### src/rtl/xps2_rx.sv
// PS/2 keyboard receiver: 11-bit frame deserialiser feeding a small byte FIFO behind a DATA/STATUS register pair.
// Optional odd-parity checking is enabled by defining PS2_PARITY_CHECK_EN.
`ifndef DATA_W
`define DATA_W 16
`endif

module xps2_rx #(
   parameter int FIFO_AW = 2,
   parameter int TIMEOUT = 5000
) (
   input  logic               clk,
   input  logic               rst,
   input  logic               sel,
   input  logic               we,
   input  logic               addr,
   input  logic [`DATA_W-1:0] data_in,
   output logic [`DATA_W-1:0] data_out,
   input  logic               ps2_clk,
   input  logic               ps2_data
);

   localparam int DEPTH = 1 << FIFO_AW;
   localparam int TO_W  = $clog2(TIMEOUT + 1);

   typedef enum logic [1:0] {IDLE, DATA, PARITY, STOP} state_t;

   state_t state_reg, state_next;

   logic ps2_clk_meta_reg, ps2_clk_sync_reg, ps2_clk_prev_reg;
   logic ps2_data_meta_reg, ps2_data_sync_reg;
   logic fall;

   logic [2:0]      bit_cnt_reg, bit_cnt_next;
   logic [7:0]      shift_reg, shift_next;
   logic            parity_reg, parity_next;
   logic [TO_W-1:0] timeout_cnt_reg, timeout_cnt_next;
   logic            push_req, set_frame_err, set_parity_err;
   logic            parity_ok;

   logic [7:0]         mem [DEPTH];
   logic [FIFO_AW-1:0] wr_ptr_reg, rd_ptr_reg;
   logic [FIFO_AW:0]   count_reg;
   logic               full, empty, pop, do_push, set_overflow, clear_flags;
   logic               frame_err_reg, overflow_reg, parity_err;

   logic unused_data_in;
   assign unused_data_in = ^data_in[`DATA_W-1:1];

   // Synchronisers idle high so reset never fakes a falling edge.
   always_ff @(posedge clk or posedge rst) begin
      if (rst) begin
         ps2_clk_meta_reg  <= 1'b1;
         ps2_clk_sync_reg  <= 1'b1;
         ps2_clk_prev_reg  <= 1'b1;
         ps2_data_meta_reg <= 1'b1;
         ps2_data_sync_reg <= 1'b1;
      end else begin
         ps2_clk_meta_reg  <= ps2_clk;
         ps2_clk_sync_reg  <= ps2_clk_meta_reg;
         ps2_clk_prev_reg  <= ps2_clk_sync_reg;
         ps2_data_meta_reg <= ps2_data;
         ps2_data_sync_reg <= ps2_data_meta_reg;
      end
   end

   assign fall = ps2_clk_prev_reg & ~ps2_clk_sync_reg;

`ifdef PS2_PARITY_CHECK_EN
   assign parity_ok = ^{shift_reg, parity_reg};
`else
   logic unused_parity;
   assign unused_parity = parity_reg;
   assign parity_ok     = 1'b1;
`endif

   always_ff @(posedge clk or posedge rst) begin
      if (rst) begin
         state_reg       <= IDLE;
         bit_cnt_reg     <= '0;
         shift_reg       <= '0;
         parity_reg      <= 1'b0;
         timeout_cnt_reg <= '0;
      end else begin
         state_reg       <= state_next;
         bit_cnt_reg     <= bit_cnt_next;
         shift_reg       <= shift_next;
         parity_reg      <= parity_next;
         timeout_cnt_reg <= timeout_cnt_next;
      end
   end

   always_comb begin
      state_next       = state_reg;
      bit_cnt_next     = bit_cnt_reg;
      shift_next       = shift_reg;
      parity_next      = parity_reg;
      push_req         = 1'b0;
      set_frame_err    = 1'b0;
      set_parity_err   = 1'b0;
      timeout_cnt_next = (state_reg == IDLE || fall) ? '0 : timeout_cnt_reg + 1'b1;

      if (state_reg != IDLE && !fall && timeout_cnt_reg >= TO_W'(TIMEOUT)) begin
         // Stalled partial frame: drop it silently, flags untouched.
         state_next       = IDLE;
         bit_cnt_next     = '0;
         timeout_cnt_next = '0;
      end else if (fall) begin
         case (state_reg)
            IDLE: begin
               if (!ps2_data_sync_reg) begin
                  state_next   = DATA;
                  bit_cnt_next = '0;
               end
            end
            DATA: begin
               shift_next   = {ps2_data_sync_reg, shift_reg[7:1]};
               bit_cnt_next = bit_cnt_reg + 3'd1;
               if (bit_cnt_reg == 3'd7)
                  state_next = PARITY;
            end
            PARITY: begin
               parity_next = ps2_data_sync_reg;
               state_next  = STOP;
            end
            STOP: begin
               state_next = IDLE;
               if (!ps2_data_sync_reg)
                  set_frame_err = 1'b1;
               else if (parity_ok)
                  push_req = 1'b1;
               else
                  set_parity_err = 1'b1;
            end
            default: state_next = IDLE;
         endcase
      end
   end

   assign full         = (count_reg == (FIFO_AW+1)'(DEPTH));
   assign empty        = (count_reg == '0);
   assign pop          = sel & ~we & ~addr & ~empty;
   assign do_push      = push_req & (~full | pop);
   assign set_overflow = push_req & full & ~pop;
   assign clear_flags  = sel & we & addr & data_in[0];

   always_ff @(posedge clk) begin
      if (do_push)
         mem[wr_ptr_reg] <= shift_reg;
   end

   always_ff @(posedge clk or posedge rst) begin
      if (rst) begin
         wr_ptr_reg <= '0;
         rd_ptr_reg <= '0;
         count_reg  <= '0;
      end else begin
         if (do_push)
            wr_ptr_reg <= wr_ptr_reg + 1'b1;
         if (pop)
            rd_ptr_reg <= rd_ptr_reg + 1'b1;
         case ({do_push, pop})
            2'b10:   count_reg <= count_reg + 1'b1;
            2'b01:   count_reg <= count_reg - 1'b1;
            default: count_reg <= count_reg;
         endcase
      end
   end

   // Sticky flags: a set in the same cycle as a clear takes priority.
   always_ff @(posedge clk or posedge rst) begin
      if (rst) begin
         frame_err_reg <= 1'b0;
         overflow_reg  <= 1'b0;
      end else begin
         frame_err_reg <= set_frame_err ? 1'b1 : (clear_flags ? 1'b0 : frame_err_reg);
         overflow_reg  <= set_overflow  ? 1'b1 : (clear_flags ? 1'b0 : overflow_reg);
      end
   end

`ifdef PS2_PARITY_CHECK_EN
   logic parity_err_reg;
   always_ff @(posedge clk or posedge rst) begin
      if (rst)
         parity_err_reg <= 1'b0;
      else
         parity_err_reg <= set_parity_err ? 1'b1 : (clear_flags ? 1'b0 : parity_err_reg);
   end
   assign parity_err = parity_err_reg;
`else
   logic unused_set_parity_err;
   assign unused_set_parity_err = set_parity_err;
   assign parity_err            = 1'b0;
`endif

   always_comb begin
      data_out = '0;
      if (sel && !we) begin
         if (!addr) begin
            if (!empty)
               data_out[7:0] = mem[rd_ptr_reg];
         end else begin
            data_out[8 +: FIFO_AW+1] = count_reg;
            data_out[3]              = frame_err_reg;
            data_out[2]              = parity_err;
            data_out[1]              = overflow_reg;
            data_out[0]              = ~empty;
         end
      end
   end

endmodule

### config.mk
export PLATFORM = sky130hd
export DESIGN_NAME = xps2_rx
export DESIGN_NICKNAME = d
export VERILOG_FILES = /design/src/rtl/xps2_rx.sv
export SDC_FILE = /design/constraint.sdc
export NUM_CORES = 1
export LEC_CHECK = 0
export CAP_MARGIN = 25
export CORE_ASPECT_RATIO = 1.75
export CORE_MARGIN = 5
export CORE_UTILIZATION = 26
export CTS_CLUSTER_DIAMETER = 60
export DETAILED_ROUTE_END_ITERATION = 8
export PLACE_DENSITY_LB_ADDON = 0.15
export SYNTH_ARGS = -nofsm -noshare
export SYNTH_HDL_FRONTEND = slang
export SYNTH_SLANG_ARGS = --single-unit
### constraint.sdc
create_clock -name clk -period 2.6 [get_ports clk]
set_input_delay 0.52 -clock clk [delete_from_list [all_inputs] [get_ports clk]]
set_output_delay 0.52 -clock clk [all_outputs]
set_load 0.1 [all_outputs]
==> metrics.md, run 1 <==
| Metric | Value |
|---|---|
| Post-DP HPWL | `about 4200 um` |
| Worst vdd ir | `303 uV` |
| Slew HR | `between 60% and 70%` |
| Synth Warn # | `0` |
| First-pass GRT wire length | `about 9900 um` |
| Clock root cell | `clkbuf_16` |
| Status | `finished, final reports clean` |
| CP max FO | `7` |
| Die area | `around 15000 sq um` |
| LEAKAGE | `~1.6 nW` |
| Initial Util | `roughly a quarter` |
| Yosys top cell area share | `29.7%` |
| CTS Sinks | `just over 70` |
| Initial antenna violation count | `0` |
| ANT nets after route | `0` |
| Setup crit start kind | `primary input` |
| CP Capture Type | `output port` |
| PwrDens | `904 nW/um^2` |
| Post-synthesis register bit count | `a little over 70` |
| Wire per inst | `roughly 14 um` |
| I/O pins | `39` |
| Synthesized area per cell | `~14 sq um` |
| Largest net degree at the start of global routing | `41` |
| Clock slew at reported path FFs | `~0.06 ns` |
| Number of global-route vias before repair | `1927` |
| Yosys cell types | `40` |
| Max Cap Violations | `0` |
| Clk_skew | `slightly above 0.005 ns` |
| Comb pwr share | `between 20 and 30%` |
| Sequential power share | `between 40% and 50%` |
| Clock power share | `between 30% and 40%` |
| WS Path Type | `in2out` |
| Final Cycle Share | `96.7%` |
| Drt first pass iters | `5` |
| Vias per cell | `between 4 and 5` |
| Worst skew pair latency | `0.33 ns` |
| Clock buffer depth | `2` |
| Crit path cell chain | `clkdlybuf4s50_1 > nand2b_4 > buf_4 > nor3_4 > buf_6 > and2_1 > buf_12` |
| Cell area after synthesis | `between 3000 and 4000 sq um` |
| Die Span Y | `~160 um` |
| Die width | `94.3 um` |
| Fmax | `slightly below 0.4 GHz` |
| Finish-stage setup viols | `0` |
| H-tree Lvls | `3` |
| CP top delay family | `buffers and inverters` |
| Switching power | `approximately 1.2 mW` |
| Ant. Diodes | `0` |
| DP Area | `~3800 sq um` |
| Count of final hold-check violations | `0` |
| Worst-margin pin slew | `about 0.56 ns` |
| CTS tree | `built` |
| Initial DRC count | `52` |
| Core area | `12400 sq um` |
| Num rows | `54` |
| Int Power | `approximately 2.5 mW` |
| Top area cells in the synthesized netlist | `edfxtp_1, dfrtp_1, mux4_2, ha_1, dfstp_2` |
| WP data arrival | `1.99 ns` |
| Worst path bufs/invs | `4` |
| Port buffer count | `18` |
| Hold slack | `roughly 0.36 ns` |
| Crit path required time | `around 2.1 ns` |
| Final GP Congestion | `0.696` |
| CTS Buf Count | `9` |
| Hold WC Path Type | `reg2reg` |
| Fin area | `between 4000 and 5000 sq um` |
| Sw Share | `approximately a third` |
| Area growth syn-to-layout | `25.5%` |
| RSZ-0062 raised after global routing | `no` |
| Synth area leader | `edfxtp_1` |
| Flip-flop count of the largest register after layout | `32` |
| CP max stage cell | `clkdlybuf4s50_1` |
| Total global-route track usage | `9.17%` |
| Max stage delay on crit path | `0.42 ns` |
| DRT Wirelength | `between 5000 and 6000 um` |
| Count of pins over their slew limit | `0` |
| Sequential fraction of the synthesis area | `between 60% and 70%` |
| Minimum clock period | `about 2.5 ns` |
| Nets | `307` |
| DR vias | `about 1800` |
| Grt ovf | `0` |
| DRC errors left | `0` |
| Fill cells | `between 1000 and 1500` |
| Cells after synthesis | `between 200 and 250` |
| Layout cells sized above 1 | `25.1%` |
-- cells in the mapped netlist (all sizes together) --
master,instances
a32o,1
nand2,8
buf,8
conb,1
xnor2,13
o21a,1
nor2b,2
nand4,3
mux4,8
a22o,2
nor4,2
mux2i,1
xor2,3
nor2,23
nand3b,1
dfrtp,35
clkbuf,1
a21oi,5
inv,14
o211ai,1
a21boi,1
nand3,8
o21ai,3
nor3,8
and2,12
ha,13
edfxtp,32
o21bai,1
dfstp,5
nand2b,7
fa,1
mux2,9
-- layer usage --
| metal | part of all wire [%] | track usage, % |
|---|---|---|
| met5 | 0 | 0 |
| met4 | 2.7 | 5.17 |
| met3 | 2.7 | 2.43 |
| met2 | 58 | 17.1 |
| met1 | 37 | 8.96 |
-- power groups by stage --
stage	Combinational (mW)	Sequential, mW	Clock, mW
global placement	0.962	1.63	0
CTS	0.980	1.61	1.17
global route	1.05	1.64	1.21
floorplan	0.783	1.54	0
finish	0.951	1.61	1.12
detailed placement	0.976	1.63	0
-- repair_timing --
item,in CTS,in global routing
endpoints found under the hold margin,0,0
gates resized for setup,1,1
endpoints found under the setup margin,1,2
setup buffers,0,1
pin swaps,0,1
hold buffers,0,0
-- cell families after synthesis --
logic type / after synthesis / synth area share, %
flops: 72 / 60.8
buf+inv: 23 / 3.87
simple gates: 74 / 12.7
other cells: 1 / 0.116
mux: 18 / 9.01
fa+ha+maj: 14 / 5.65
compound gates: 15 / 3.52
xor+xnor: 16 / 4.33
-- area by class of cell --
class                           count  area, sq um  share of cell area, %
Multi-Input combinational cell    142         1160                   28.6
Clock buffer                       10          229                   5.64
Clock inverter                      6         45.0                   1.11
Sequential cell                    72         1970                   48.5
Inverter                           14         52.6                   1.29
Tap cell                          168          210                   5.18
Timing Repair Buffer               31          394                   9.70
-- final timing paths --
check / depth (start not counted) / endpoint / startpoint / slack, ns
setup / recovery: 7 / data_out[4] / we / 0.09
hold / removal: 0 / ps2_clk_sync_reg / ps2_clk_meta_reg / 0.36
setup reg to reg: 8 / count_reg[2] / count_reg[1] / 0.35
hold reg to reg: 0 / ps2_clk_sync_reg / ps2_clk_meta_reg / 0.36
max in group asynchronous: 3 / shift_reg[0] / rst / 1.58
min in group asynchronous: 3 / rd_ptr_reg[0] / rst / 0.62
-- layout by cell type (no fill, tap or decap), types with 2 or more instances in the layout --
cell,instances
and2_1,12
o21ai_0,2
mux4_2,8
conb_1,5
xnor2_1,13
clkdlybuf4s50_1,6
nand2b_1,6
nand2_1,7
buf_4,12
clkinvlp_4,3
nand3_1,8
nor3_1,6
xor2_1,3
inv_1,13
mux2_2,8
nand4_1,3
dfstp_2,5
a21oi_1,5
a22o_1,2
buf_12,11
clkbuf_16,9
edfxtp_1,32
ha_1,13
dfrtp_1,35
nor2_1,23
-- metrics by stage --
step	util [%]	total power [mW]	setup TNS [ns]	std cells	setup slack (ns)
3_3_place_gp	30.5	2.59	-0.0658	426	-0.0367
6_report	32.8	3.67	0	443	0.0860
2_1_floorplan	-	2.33	0	237	0.0616
4_1_cts	32.8	3.76	0	442	0.0228
3_5_place_dp	30.5	2.61	-0.0652	426	-0.0486
5_1_grt	32.8	3.90	0	443	0.00907
No activity file was read; power rests on OpenSTA's default activity.
==> inputs of run 2 (changes only) <==
--- a/config.mk
+++ b/config.mk
@@ -9,7 +9,7 @@
 export CORE_ASPECT_RATIO = 1.75
 export CORE_MARGIN = 5
 export CORE_UTILIZATION = 26
-export CTS_CLUSTER_DIAMETER = 60
+export CTS_CLUSTER_DIAMETER = 150
 export DETAILED_ROUTE_END_ITERATION = 8
 export PLACE_DENSITY_LB_ADDON = 0.15
 export SYNTH_ARGS = -nofsm -noshare
==> constraint.sdc (replaced) <==
create_clock -name clk -period 2.6 [get_ports clk]
set_input_delay 0.78 -clock clk [delete_from_list [all_inputs] [get_ports clk]]
set_output_delay 0.78 -clock clk [all_outputs]
set_load 0.1 [all_outputs]
==> metrics.md, run 2 (synthesis results as in run 1) <==
| Metric | Value |
|---|---|
| LEAKAGE | `1.71 nW (+7.6%)` |
| Die width | `94.3 um (unchanged)` |
| Die area | `14900 sq um (unchanged)` |
| Worst skew pair latency | `0.33 ns (about the same)` |
| Initial Util | `26.2% (unchanged)` |
| Initial DRC count | `68 (+31%)` |
| Minimum clock period | `2.56 ns (+0.0484 ns)` |
| DR vias | `1862 (+3.9%)` |
| Crit path required time | `1.82 ns (-0.26 ns)` |
| DP Area | `3870 sq um (+2.7%)` |
| First-pass GRT wire length | `10300 um (+3.7%)` |
| Slew HR | `64.0% (+1.4 points)` |
| Util after Layout | `34.9% (+2.1 points)` |
| H-tree Lvls | `3 (unchanged)` |
| Area growth syn-to-layout | `33.4%` |
| CP max FO | `4 (-3)` |
| ANT nets after route | `0 (unchanged)` |
| Flip-flop count of the largest register after layout | `32 (unchanged)` |
| Worst-margin pin slew | `0.540 ns (-0.0217 ns)` |
| CP top delay family | `multiplexers` |
| Num rows | `54 (unchanged)` |
| Post-DP HPWL | `4220 um (-0.46%)` |
| CTS Hold Bufs | `0 (unchanged)` |
| Drt first pass iters | `4 (-1)` |
| Setup_tns | `0 ns (unchanged)` |
| Total global-route track usage | `9.40% (+0.23 points)` |
| Initial antenna violation count | `0 (unchanged)` |
| Clk_skew | `0.00655 ns (+0.00143 ns)` |
| Core area | `12400 sq um (unchanged)` |
| Ant. Diodes | `0 (unchanged)` |
| Setup crit start kind | `flop` |
| Clock root cell | `clkbuf_16` |
| Grt ovf | `0 (unchanged)` |
| Max Cap Violations | `0 (unchanged)` |
| Most common cell after layout, fill and taps aside | `edfxtp_1` |
| Worst vdd ir | `340 uV (+12%)` |
| Max stage delay on crit path | `0.51 ns (+0.09 ns)` |
| Finish-stage setup viols | `0 (unchanged)` |
| Clock buffer depth | `2 (unchanged)` |
| Layout cells sized above 1 | `34.8% (+9.8 points)` |
| Count of pins over their slew limit | `0 (unchanged)` |
| DRC errors left | `0 (unchanged)` |
| WS Path Type | `reg2out` |
| Die Span Y | `158 um (unchanged)` |
| Nets | `319 (+3.9%)` |
| CP max stage cell | `mux4_2` |
| Final Cycle Share | `98.6% (+1.9 points)` |
| Fmax | `0.390 GHz (-1.9%)` |
| Status | `finished, final reports clean` |
| Count of final hold-check violations | `0 (unchanged)` |
| Number of global-route vias before repair | `1979 (+2.7%)` |
| Fin area | `4320 sq um (+6.3%)` |
| Most frequent cells in the layout | `edfxtp_1, dfrtp_1, nor2_1` |
| Wire per inst | `13.5 um (-0.28%)` |
| CP Capture Type | `output port` |
| CTS tree | `built` |
| CTS Sinks | `72 (unchanged)` |
| Clock slew at reported path FFs | `0.06 ns (about the same)` |
| CTS Buf Count | `9 (unchanged)` |
| I/O pins | `39 (unchanged)` |
| Final GP Congestion | `0.647 (-7.0%)` |
| RSZ-0062 raised after global routing | `yes` |
| Worst path bufs/invs | `2 (-2)` |
| Hold WC Path Type | `reg2reg` |
| Vias per cell | `4.09 (+1.2%)` |
| Crit path cell chain | `buf_4 > mux4_2 > a22o_4 > buf_12` |
| Largest net degree at the start of global routing | `41 (unchanged)` |
| DRT Wirelength | `6140 um (+2.4%)` |
| PwrDens | `930 nW/um^2 (+2.9%)` |
| Port buffer count | `18 (unchanged)` |
| WP data arrival | `1.78 ns (-0.21 ns)` |
[run 2: per-stage QoR]
stage / hold slack [ns] / total power, mW / cells / worst slack [ns]
2_1_floorplan: 0.345 / 2.33 / 237 / -0.157
3_3_place_gp: 0.347 / 2.62 / 429 / -0.357
3_5_place_dp: 0.347 / 2.64 / 429 / -0.366
4_1_cts: 0.356 / 4.07 / 453 / 0.00357
5_1_grt: 0.357 / 4.25 / 455 / -0.0173
6_report: 0.356 / 4.02 / 455 / 0.0377
[run 2: path summary, 6_finish.rpt]
| kind | from | endpoint | slack, ns | depth (start not counted) |
|---|---|---|---|---|
| setup / recovery | rd_ptr_reg[0] | data_out[3] | 0.04 | 4 |
| hold / removal | ps2_clk_meta_reg | ps2_clk_sync_reg | 0.36 | 0 |
| setup reg to reg | count_reg[1] | count_reg[2] | 0.50 | 10 |
| hold reg to reg | ps2_clk_meta_reg | ps2_clk_sync_reg | 0.36 | 0 |
| max in group asynchronous | rst | count_reg[0] | 1.31 | 3 |
| min in group asynchronous | rst | wr_ptr_reg[1] | 0.88 | 3 |
[run 2: repair_timing]
action                                  CTS  global route
endpoints found under the setup margin   11             8
gates cloned                              1             0
resized for setup                        20             4
pin swaps                                 3             1
setup buffers                             7             2
[run 2: cell type report]
type                       instances  area (sq um)
timing repair buffer              43           557
fill                            1199          8050
tap                              168           210
sequential                        72          1970
inverter                          14          52.6
clock inverter                     7           101
multi-input combinational        142          1200
clock buffer                       9           225
[run 2: power breakdown]
group	internal [mW]	leakage, nW	total [mW]	switching [mW]
clock	0.851	0.158	1.34	0.493
combinational	0.517	0.753	1.05	0.536
sequential	1.41	0.795	1.62	0.209
total	2.78	1.71	4.02	1.24
[run 2: routing by layer]
metal  vias to the layer above  GRT usage [%]  share of wire (%)
met5                         -              0                  0
met4                         0           4.34                1.9
met3                         9           2.76                3.2
met2                        23           17.9                 58
met1                       929           9.12                 37
li1                        901              -                  -
